===== src/rtl/apb_pkg.sv =====
// Shared APB definitions: bus widths plus the requester and completer state encodings.
package apb_pkg;

    localparam int APB_ADDR_W = 32;
    localparam int APB_DATA_W = 32;

    typedef enum logic [1:0] {
        ST_IDLE = 2'd0,
        ST_WAIT = 2'd1,
        ST_RESP = 2'd2
    } apb_cmp_state_t;

    typedef enum logic [1:0] {
        REQ_IDLE   = 2'd0,
        REQ_SETUP  = 2'd1,
        REQ_ACCESS = 2'd2
    } apb_req_state_t;

endpackage


===== src/rtl/apb_regfile.sv =====
// Flop-based word store behind the APB completer: one synchronous write port,
// one combinational read port, every word cleared by reset.
module apb_regfile
    import apb_pkg::*;
#(
    parameter int DEPTH = 64,
    parameter int IDX_W = $clog2(DEPTH)
) (
    input  logic                  clk,
    input  logic                  reset,
    input  logic                  we,
    input  logic [IDX_W-1:0]      widx,
    input  logic [APB_DATA_W-1:0] wdata,
    input  logic [IDX_W-1:0]      ridx,
    output logic [APB_DATA_W-1:0] rdata
);

    logic [APB_DATA_W-1:0] mem [DEPTH];

    // Clear the whole array on reset, otherwise commit a single-word write.
    always_ff @(posedge clk) begin
        if (reset) begin
            for (int i = 0; i < DEPTH; i++) begin
                mem[i] <= '0;
            end
        end else if (we) begin
            mem[widx] <= wdata;
        end
    end

    assign rdata = mem[ridx];

endmodule


===== src/rtl/apb_completer.sv =====
// APB completer backing a window of DEPTH words at BASE_ADDR, with a fixed number
// of wait states per access and pslverr for any address outside the window.
module apb_completer
    import apb_pkg::*;
#(
    parameter logic [APB_ADDR_W-1:0] BASE_ADDR   = 32'hDEAD_CA00,
    parameter int                    DEPTH       = 64,
    parameter int                    WAIT_CYCLES = 2
) (
    input  logic                  clk,
    input  logic                  reset,
    input  logic                  psel,
    input  logic                  penable,
    input  logic [APB_ADDR_W-1:0] paddr,
    input  logic                  pwrite,
    input  logic [APB_DATA_W-1:0] pwdata,
    output logic [APB_DATA_W-1:0] prdata,
    output logic                  pready,
    output logic                  pslverr
);

    localparam int                    IDX_W        = $clog2(DEPTH);
    localparam logic [APB_ADDR_W-1:0] WINDOW_BYTES = APB_ADDR_W'(4 * DEPTH);

    apb_cmp_state_t        state;
    logic [3:0]            wait_cnt;
    logic                  cap_write;
    logic                  cap_hit;
    logic [IDX_W-1:0]      cap_idx;
    logic [APB_DATA_W-1:0] cap_wdata;

    logic [APB_ADDR_W-1:0] offset;
    logic                  live_hit;
    logic [IDX_W-1:0]      live_idx;

    logic                  resp_write;
    logic                  resp_hit;
    logic [IDX_W-1:0]      resp_idx;
    logic [APB_DATA_W-1:0] rd_word;
    logic                  mem_we;

    // A paddr below the base wraps to a huge offset, so the lower-bound test
    // only matters for windows sitting near the top of the address space.
    assign offset   = paddr - BASE_ADDR;
    assign live_hit = (paddr >= BASE_ADDR) && (offset < WINDOW_BYTES);
    assign live_idx = offset[IDX_W+1:2];

    // With zero wait states the response is loaded straight out of setup, before
    // the captured copy exists, so the live decode is used while still idle.
    always_comb begin
        resp_write = cap_write;
        resp_hit   = cap_hit;
        resp_idx   = cap_idx;
        if (state == ST_IDLE) begin
            resp_write = pwrite;
            resp_hit   = live_hit;
            resp_idx   = live_idx;
        end
    end

    assign mem_we = (state == ST_RESP) && psel && penable && cap_write && cap_hit;

    apb_regfile #(
        .DEPTH (DEPTH),
        .IDX_W (IDX_W)
    ) u_regfile (
        .clk   (clk),
        .reset (reset),
        .we    (mem_we),
        .widx  (cap_idx),
        .wdata (cap_wdata),
        .ridx  (resp_idx),
        .rdata (rd_word)
    );

    // Transfer FSM: capture at setup, count wait states, hold the registered response until completion.
    always_ff @(posedge clk) begin
        if (reset) begin
            state     <= ST_IDLE;
            wait_cnt  <= '0;
            cap_write <= 1'b0;
            cap_hit   <= 1'b0;
            cap_idx   <= '0;
            cap_wdata <= '0;
            pready    <= 1'b0;
            pslverr   <= 1'b0;
            prdata    <= '0;
        end else begin
            case (state)
                ST_IDLE: begin
                    if (psel && !penable) begin
                        cap_write <= pwrite;
                        cap_hit   <= live_hit;
                        cap_idx   <= live_idx;
                        cap_wdata <= pwdata;
                        wait_cnt  <= 4'(WAIT_CYCLES);
                        if (WAIT_CYCLES > 0) begin
                            state <= ST_WAIT;
                        end else begin
                            state   <= ST_RESP;
                            pready  <= 1'b1;
                            pslverr <= !resp_hit;
                            prdata  <= (resp_hit && !resp_write) ? rd_word : '0;
                        end
                    end
                end
                ST_WAIT: begin
                    if (!psel) begin
                        state    <= ST_IDLE;
                        wait_cnt <= '0;
                    end else if (wait_cnt == 4'd1) begin
                        state    <= ST_RESP;
                        wait_cnt <= '0;
                        pready   <= 1'b1;
                        pslverr  <= !resp_hit;
                        prdata   <= (resp_hit && !resp_write) ? rd_word : '0;
                    end else begin
                        wait_cnt <= wait_cnt - 4'd1;
                    end
                end
                ST_RESP: begin
                    if (!psel || penable) begin
                        state   <= ST_IDLE;
                        pready  <= 1'b0;
                        pslverr <= 1'b0;
                        prdata  <= '0;
                    end
                end
                default: begin
                    state   <= ST_IDLE;
                    pready  <= 1'b0;
                    pslverr <= 1'b0;
                    prdata  <= '0;
                end
            endcase
        end
    end

endmodule


===== config.mk =====
export PLATFORM = sky130hd
export DESIGN_NAME = apb_completer
export DESIGN_NICKNAME = d
export VERILOG_FILES = /design/src/rtl/apb_pkg.sv /design/src/rtl/apb_regfile.sv /design/src/rtl/apb_completer.sv
export SDC_FILE = /design/constraint.sdc
export NUM_CORES = 2
export LEC_CHECK = 0
export BUFFER_PORTS_ARGS = -buffer_cell sky130_fd_sc_hd__buf_4
export CORE_ASPECT_RATIO = 1.75
export CORE_MARGIN = 8
export CORE_UTILIZATION = 48
export CTS_CLUSTER_DIAMETER = 80
export CTS_CLUSTER_SIZE = 24
export DETAILED_ROUTE_END_ITERATION = 12
export SLEW_MARGIN = 10
export SYNTH_ARGS = -nofsm -noshare
export SYNTH_HDL_FRONTEND = slang
export SYNTH_SLANG_ARGS = --single-unit

===== constraint.sdc =====
create_clock -name clk -period 3.6 [get_ports clk]
set_clock_uncertainty 0.05 [all_clocks]
set_input_delay 0.18 -clock clk [delete_from_list [all_inputs] [get_ports clk]]
set_output_delay 0.18 -clock clk [all_outputs]
set_load 0.02 [all_outputs]

* Word-level counts from Yosys, hierarchy flattened
Memories as Yosys holds them, arrays and structs flattened.
Cells that the tools add are included.
** Storage, ports and cells
- Word-level logic and storage cells :: 74
- Memories kept :: 1
- Register bits :: 80
- Output and inout bits :: 34
- Input bits :: 69
- RAM bits :: 2048
** Operators by class
- Equal/unequal tests :: 8
- Multiplexer cells :: 32
- Magnitude comparators :: 2
- Bitwise logic cells :: 1
- Reduce and logical (&&, ||, !) cells :: 19
- Add/sub/neg operators :: 2
** Memory list
- u_regfile.mem :: words 64, bits a word 32, read ports 1, clocked after Yosys merged registers in 0, wr ports 64, RTL line apb_regfile.sv:18 : logic [APB_DATA_W-1:0] mem [DEPTH];
** Operator list (number)
- $mux W32 :: 5
- $pmux W32 S3 :: 1
- $ge A32 B32 Y1 const B :: 1
- $lt A32 B9 Y1 const B :: 1
- $reduce_or A32 Y1 :: 1
- $sub A32 B32 Y32 const B :: 1
- $mux W1 :: 13
- $mux W4 :: 3
- $mux W6 :: 2
- $mux W2 :: 4
- $pmux W4 S2 :: 1
- $logic_and A1 B1 Y1 :: 7
- $pmux W1 S3 :: 2
- $pmux W2 S3 :: 1
- $eq A4 B1 Y1 const B :: 1
- $logic_not A1 Y1 :: 4
- $ne A2 B1 Y1 const B :: 2
- $ne A2 B2 Y1 const B :: 2
- $reduce_and A2 Y1 :: 2
- $reduce_and A4 Y1 :: 1
- $sub A4 B1 Y4 const B :: 1
- $ne A3 B3 Y1 const B :: 1
- $reduce_and A3 Y1 :: 1
- $eq A2 B1 Y1 const B :: 1
- 5 further kinds :: 5

* Logic depth before layout (Yosys ltp)
- Depth in word-level cells :: 10
- Mapped depth :: 13
- Gate-level depth less buffers :: 9

* Hierarchy
Synthesis repeated with hierarchy kept, for this count alone.
** Unflattened totals
- Cell total of the unflattened synthesis :: 6269
- Area, all modules :: 95714.3 um^2
** Modules (own cells, without submodules)
- apb_regfile :: cells each 5851, times used 1, sequential area each 61499.0 um^2, area each 92288.5 um^2
- apb_completer :: cells each 418, times used 1, sequential area each 1601.5 um^2, area each 3425.8 um^2

* Least setup slack after synthesis
Ideal clock, no wire load.
- Kind :: register to register
- From :: register state[1]
- To :: register prdata[9]
- Clock period less this slack :: 2.713 ns
- Setup time :: 0.117 ns
- Data required time :: 3.433 ns
- Stages on the path, launching flop included :: 10
- Data arrival time :: 2.546 ns
- Path buffers :: 2
- Path slack :: 0.887 ns
- Cells stage by stage :: dfxtp_1 buf_6 or3b_4 nand2_4 buf_2 mux4_2 a221o_1 a221oi_1 nor4_1 a22o_1
** Between the ends
- Word-level cells in the longest chain between the ends :: 8
- Elaborated cells between the ends (all ways) :: 18
- Those cells by class :: 5 x eq/ne; 7 x mux; 1 x bitwise; 4 x reduce/logical; 1 x memory
** RTL lines
- from (decl) :: RTL line apb_completer.sv:25 : apb_cmp_state_t state;
- from (signal assigned) :: RTL line apb_completer.sv:79 : state <= ST_IDLE;
- from (signal assigned) :: RTL line apb_completer.sv:98 : state <= ST_WAIT;
- from (signal assigned) :: RTL line apb_completer.sv:100 : state <= ST_RESP;
- branches (longest 8 deep; another with $mem_v2 Z64 W32)
- to (signal assigned) :: RTL line apb_completer.sv:103 : prdata <= (resp_hit && !resp_write) ? rd_word : '0;
- to (signal assigned) :: RTL line apb_completer.sv:116 : prdata <= (resp_hit && !resp_write) ? rd_word : '0;
- to (decl) :: RTL line apb_completer.sv:17 : output logic [APB_DATA_W-1:0] prdata,
Several ways; the timed one is not identified. The select of a mux whose other input is x is not followed.
A chain may end at the register's enable or synchronous reset.

* Worst setup path in the final report
- From :: register state[1]
- To :: register prdata[22]
Same word-level chain as after synthesis.

==> out/qor.csv <==
metric,value,unit
Via Count,60900,
Num CTS Buffers,98,
yosys warns,0,
area grow syn2layout,10.6,%
Final Critical Period,3710,ps
clk root buf,clkbuf_16,
Final Hold Vio Count,0,
cells taking the most area after synthesis,"edfxtp_1, and2_1, mux4_2",
Clock Latency Late Sink,780,ps
Post-synth EDFFs,2048,
Die X,356,µm
reg2reg path depth,10,
reg2reg start,state[1],
Post-Synthesis Cells,7363,
Worst Tran Pin Value,1290,ps
largest net degree at the start of global routing,110,
Hold Path Cell Cnt,4,
failing checks,negative setup slack,
# port buffers,100,
post-synthesis adder-cell area fraction,0.000386,
Unique masters post-synth,71,
final setup violation count,2,
gp weighted congestion,0.905,
"Arr. time, crit path",4380,ps
Reg2Reg Setup Slack,-110,ps
largest family of logic cells by synthesized area,simple AND/OR/NAND/NOR gates,
utilization after layout,0.534,
Num Clock Sinks,2128,
Power Dens Cells,430,nW/µm²
total power,46.2,mW
# IOs,103,
"Seq/Total Area, Yosys",0.649,
number of global-route vias before repair,61000,
post-synth top area share,0.633,
Worst slew margin,0.139,
startpoint class of the critical path,flop,
GRT busiest layer,met2,
Max-Cap Viols,0,
drt pass-1 iters,6,
DRC Markers,0,
final setup margin,-109,ps
DRT iter0 DRCs,6871,
Fmax achieved,0.270,GHz
share of the clock period used by the worst path,1.03,
Max Fanout on Critical Path,24,
Synth Register Bits,2128,
Synth Net Count,7435,
"antenna viol nets, final",0,
Synth Area in XOR/XNOR,0.000541,
Pins Over Slew Limit,0,
antenna violations before repair,17,
Total Wirelength,316000,µm
CTS tree,yes,
total gr overflow,0,
CORE AREA,201000,µm²
RSZ-0062 raised after global routing,false,
top_reg_cell synth,edfxtp_1,
run status,finished with violations,
die area,218000,µm²
VDD IR max,0.388,mV
simple-gate area share of the yosys netlist,0.198,
post-synthesis mux area share,0.0739,
compound-cell area share of the yosys netlist,0.0441,
first-pass GRT wire length,446000,µm
Mapped Area,97200,µm²
reg2reg end,prdata[22],
ys async rst share,0,
met1 usage,0.335,
met2 Use GR,0.491,
Clock transition at path regs,100,ps
met3 usage,0.0344,
hold endpoint,cap_wdata[23],
Critical Path RT,4270,ps
hold crit path type,input pin to flop,
"count leader, synth",and2_1,
post-synth top area cell,edfxtp_1,
hpwl dp,206000,µm
Total GRT Usage,0.284,
starting density of the core,0.483,
fin nets,7551,
htree depth,3,
WL per Instance,31.0,µm
share of layout cells above drive strength 1,0.163,
Longest Clk Path Bufs,3,
Hold Crit Start,pwdata[23],
Post-synth top cells,"and2_1, edfxtp_1, nand2_1",
die height,611,µm
leakage,38.8,nW
Vias per Instance,5.97,
Setup crit end kind,flop,
CP Class,flop to flop,
Avg Inst Size Synth,13.2,µm²
Row Count,218,
-- how the worst max path moves through the flow --
stage	startpoint	end	slack (ps)
4_1_cts	state[1]	prdata[4]	0.2
3_5_place_dp	state[0]	prdata[24]	-440
2_1_floorplan	state[1]	prdata[9]	890
5_1_grt	state[1]	prdata[23]	10
3_3_place_gp	state[0]	prdata[24]	-400
6_report	state[1]	prdata[22]	-110
-- report_power, final --
| group | switching, mW | leakage [nW] | internal (mW) |
|---|---|---|---|
| sequential | 0.481 | 21.2 | 27.9 |
| clock | 7.79 | 1.32 | 5.24 |
| combinational | 3.08 | 16.2 | 1.72 |
-- registers in the layout, indices dropped and copies added, names as in the netlist --
name           cells
cap_hit            1
cap_idx            6
cap_wdata         32
cap_write          1
prdata            32
pready             1
pslverr            1
state              2
u_regfile.mem   2048
wait_cnt           4
-- critical path, cell delays in order (launching register included) --
cell and delay (ps):
dfxtp_2 390, buf_4 180, o21ai_2 280, and2_4 480
nor2_2 150, buf_12 200, a32oi_1 200, a31oi_1 190
buf_4 210, nor4_1 1000, a22o_1 240
-- area by class of cell --
class                      count  area, µm²
tap                         2640       3300
sequential                  2128      63100
clock buffer                 160       2730
clock inverter                 4       37.5
fill                       16700      93900
multi-input combinational   4513      31400
timing repair buffer         727       6800
antenna                        8       20.0
inverter                      11       41.3
-- metal layers --
metal,vias up,routed length (µm),part of all wire
met3,624,20400,0.065
met1,31300,113000,0.36
li1,26400,-,-
met2,2600,158000,0.50
met4,2,24800,0.078
met5,-,12,0.000038
-- logic make-up after synthesis --
kind of cell	after synthesis
simple gates	3461
flops	2128
buf+inv	722
compound gates	597
mux	446
xor+xnor	6
fa+ha+maj	3
-- per-stage QoR --
step | TNS (ps) | instances | hold slack (ps) | cell area, µm² | setup slack, ps
after floorplan | 0 | 7363 | 266 | 97200 | 887
after global placement | -2360 | 9937 | 373 | 104000 | -398
after detailed placement | -3150 | 9937 | 383 | 104000 | -436
after CTS | 0 | 10200 | 124 | 107000 | 0.170
after global routing | 0 | 10200 | 179 | 107000 | 12.4
final | -140 | 10200 | 167 | 107000 | -109
-- layout by cell type, fill, tap and decap left out, types with 11 or more instances in the layout --
cell	n
a211oi_1	24
a21oi_1	182
a221o_1	46
a221oi_1	18
a22o_1	32
a22oi_1	11
a311oi_1	16
a31oi_1	49
a32oi_1	96
and2_1	2056
and3_1	26
buf_12	87
buf_4	560
clkbuf_1	60
clkbuf_16	100
dfxtp_1	46
dfxtp_2	32
dlygate4sd3_1	77
edfxtp_1	2048
inv_1	11
mux2_2	24
mux2i_1	206
mux4_2	214
nand2_1	858
nand3_1	211
nor2_1	25
nor2_2	68
nor2b_1	11
nor4_1	48
nor4b_2	19
o22ai_1	41
or2_2	68
-- what timing repair did --
action | CTS | global route
endpoints found under the hold margin | 48 | 0
pin swaps | 2 | 0
setup buffers | 4 | 0
gates cloned | 1 | 0
setup endpoints to repair | 19 | 22
hold buffers | 77 | 0
gates resized for setup | 25 | 7
No activity file was read; power rests on OpenSTA's default activity.
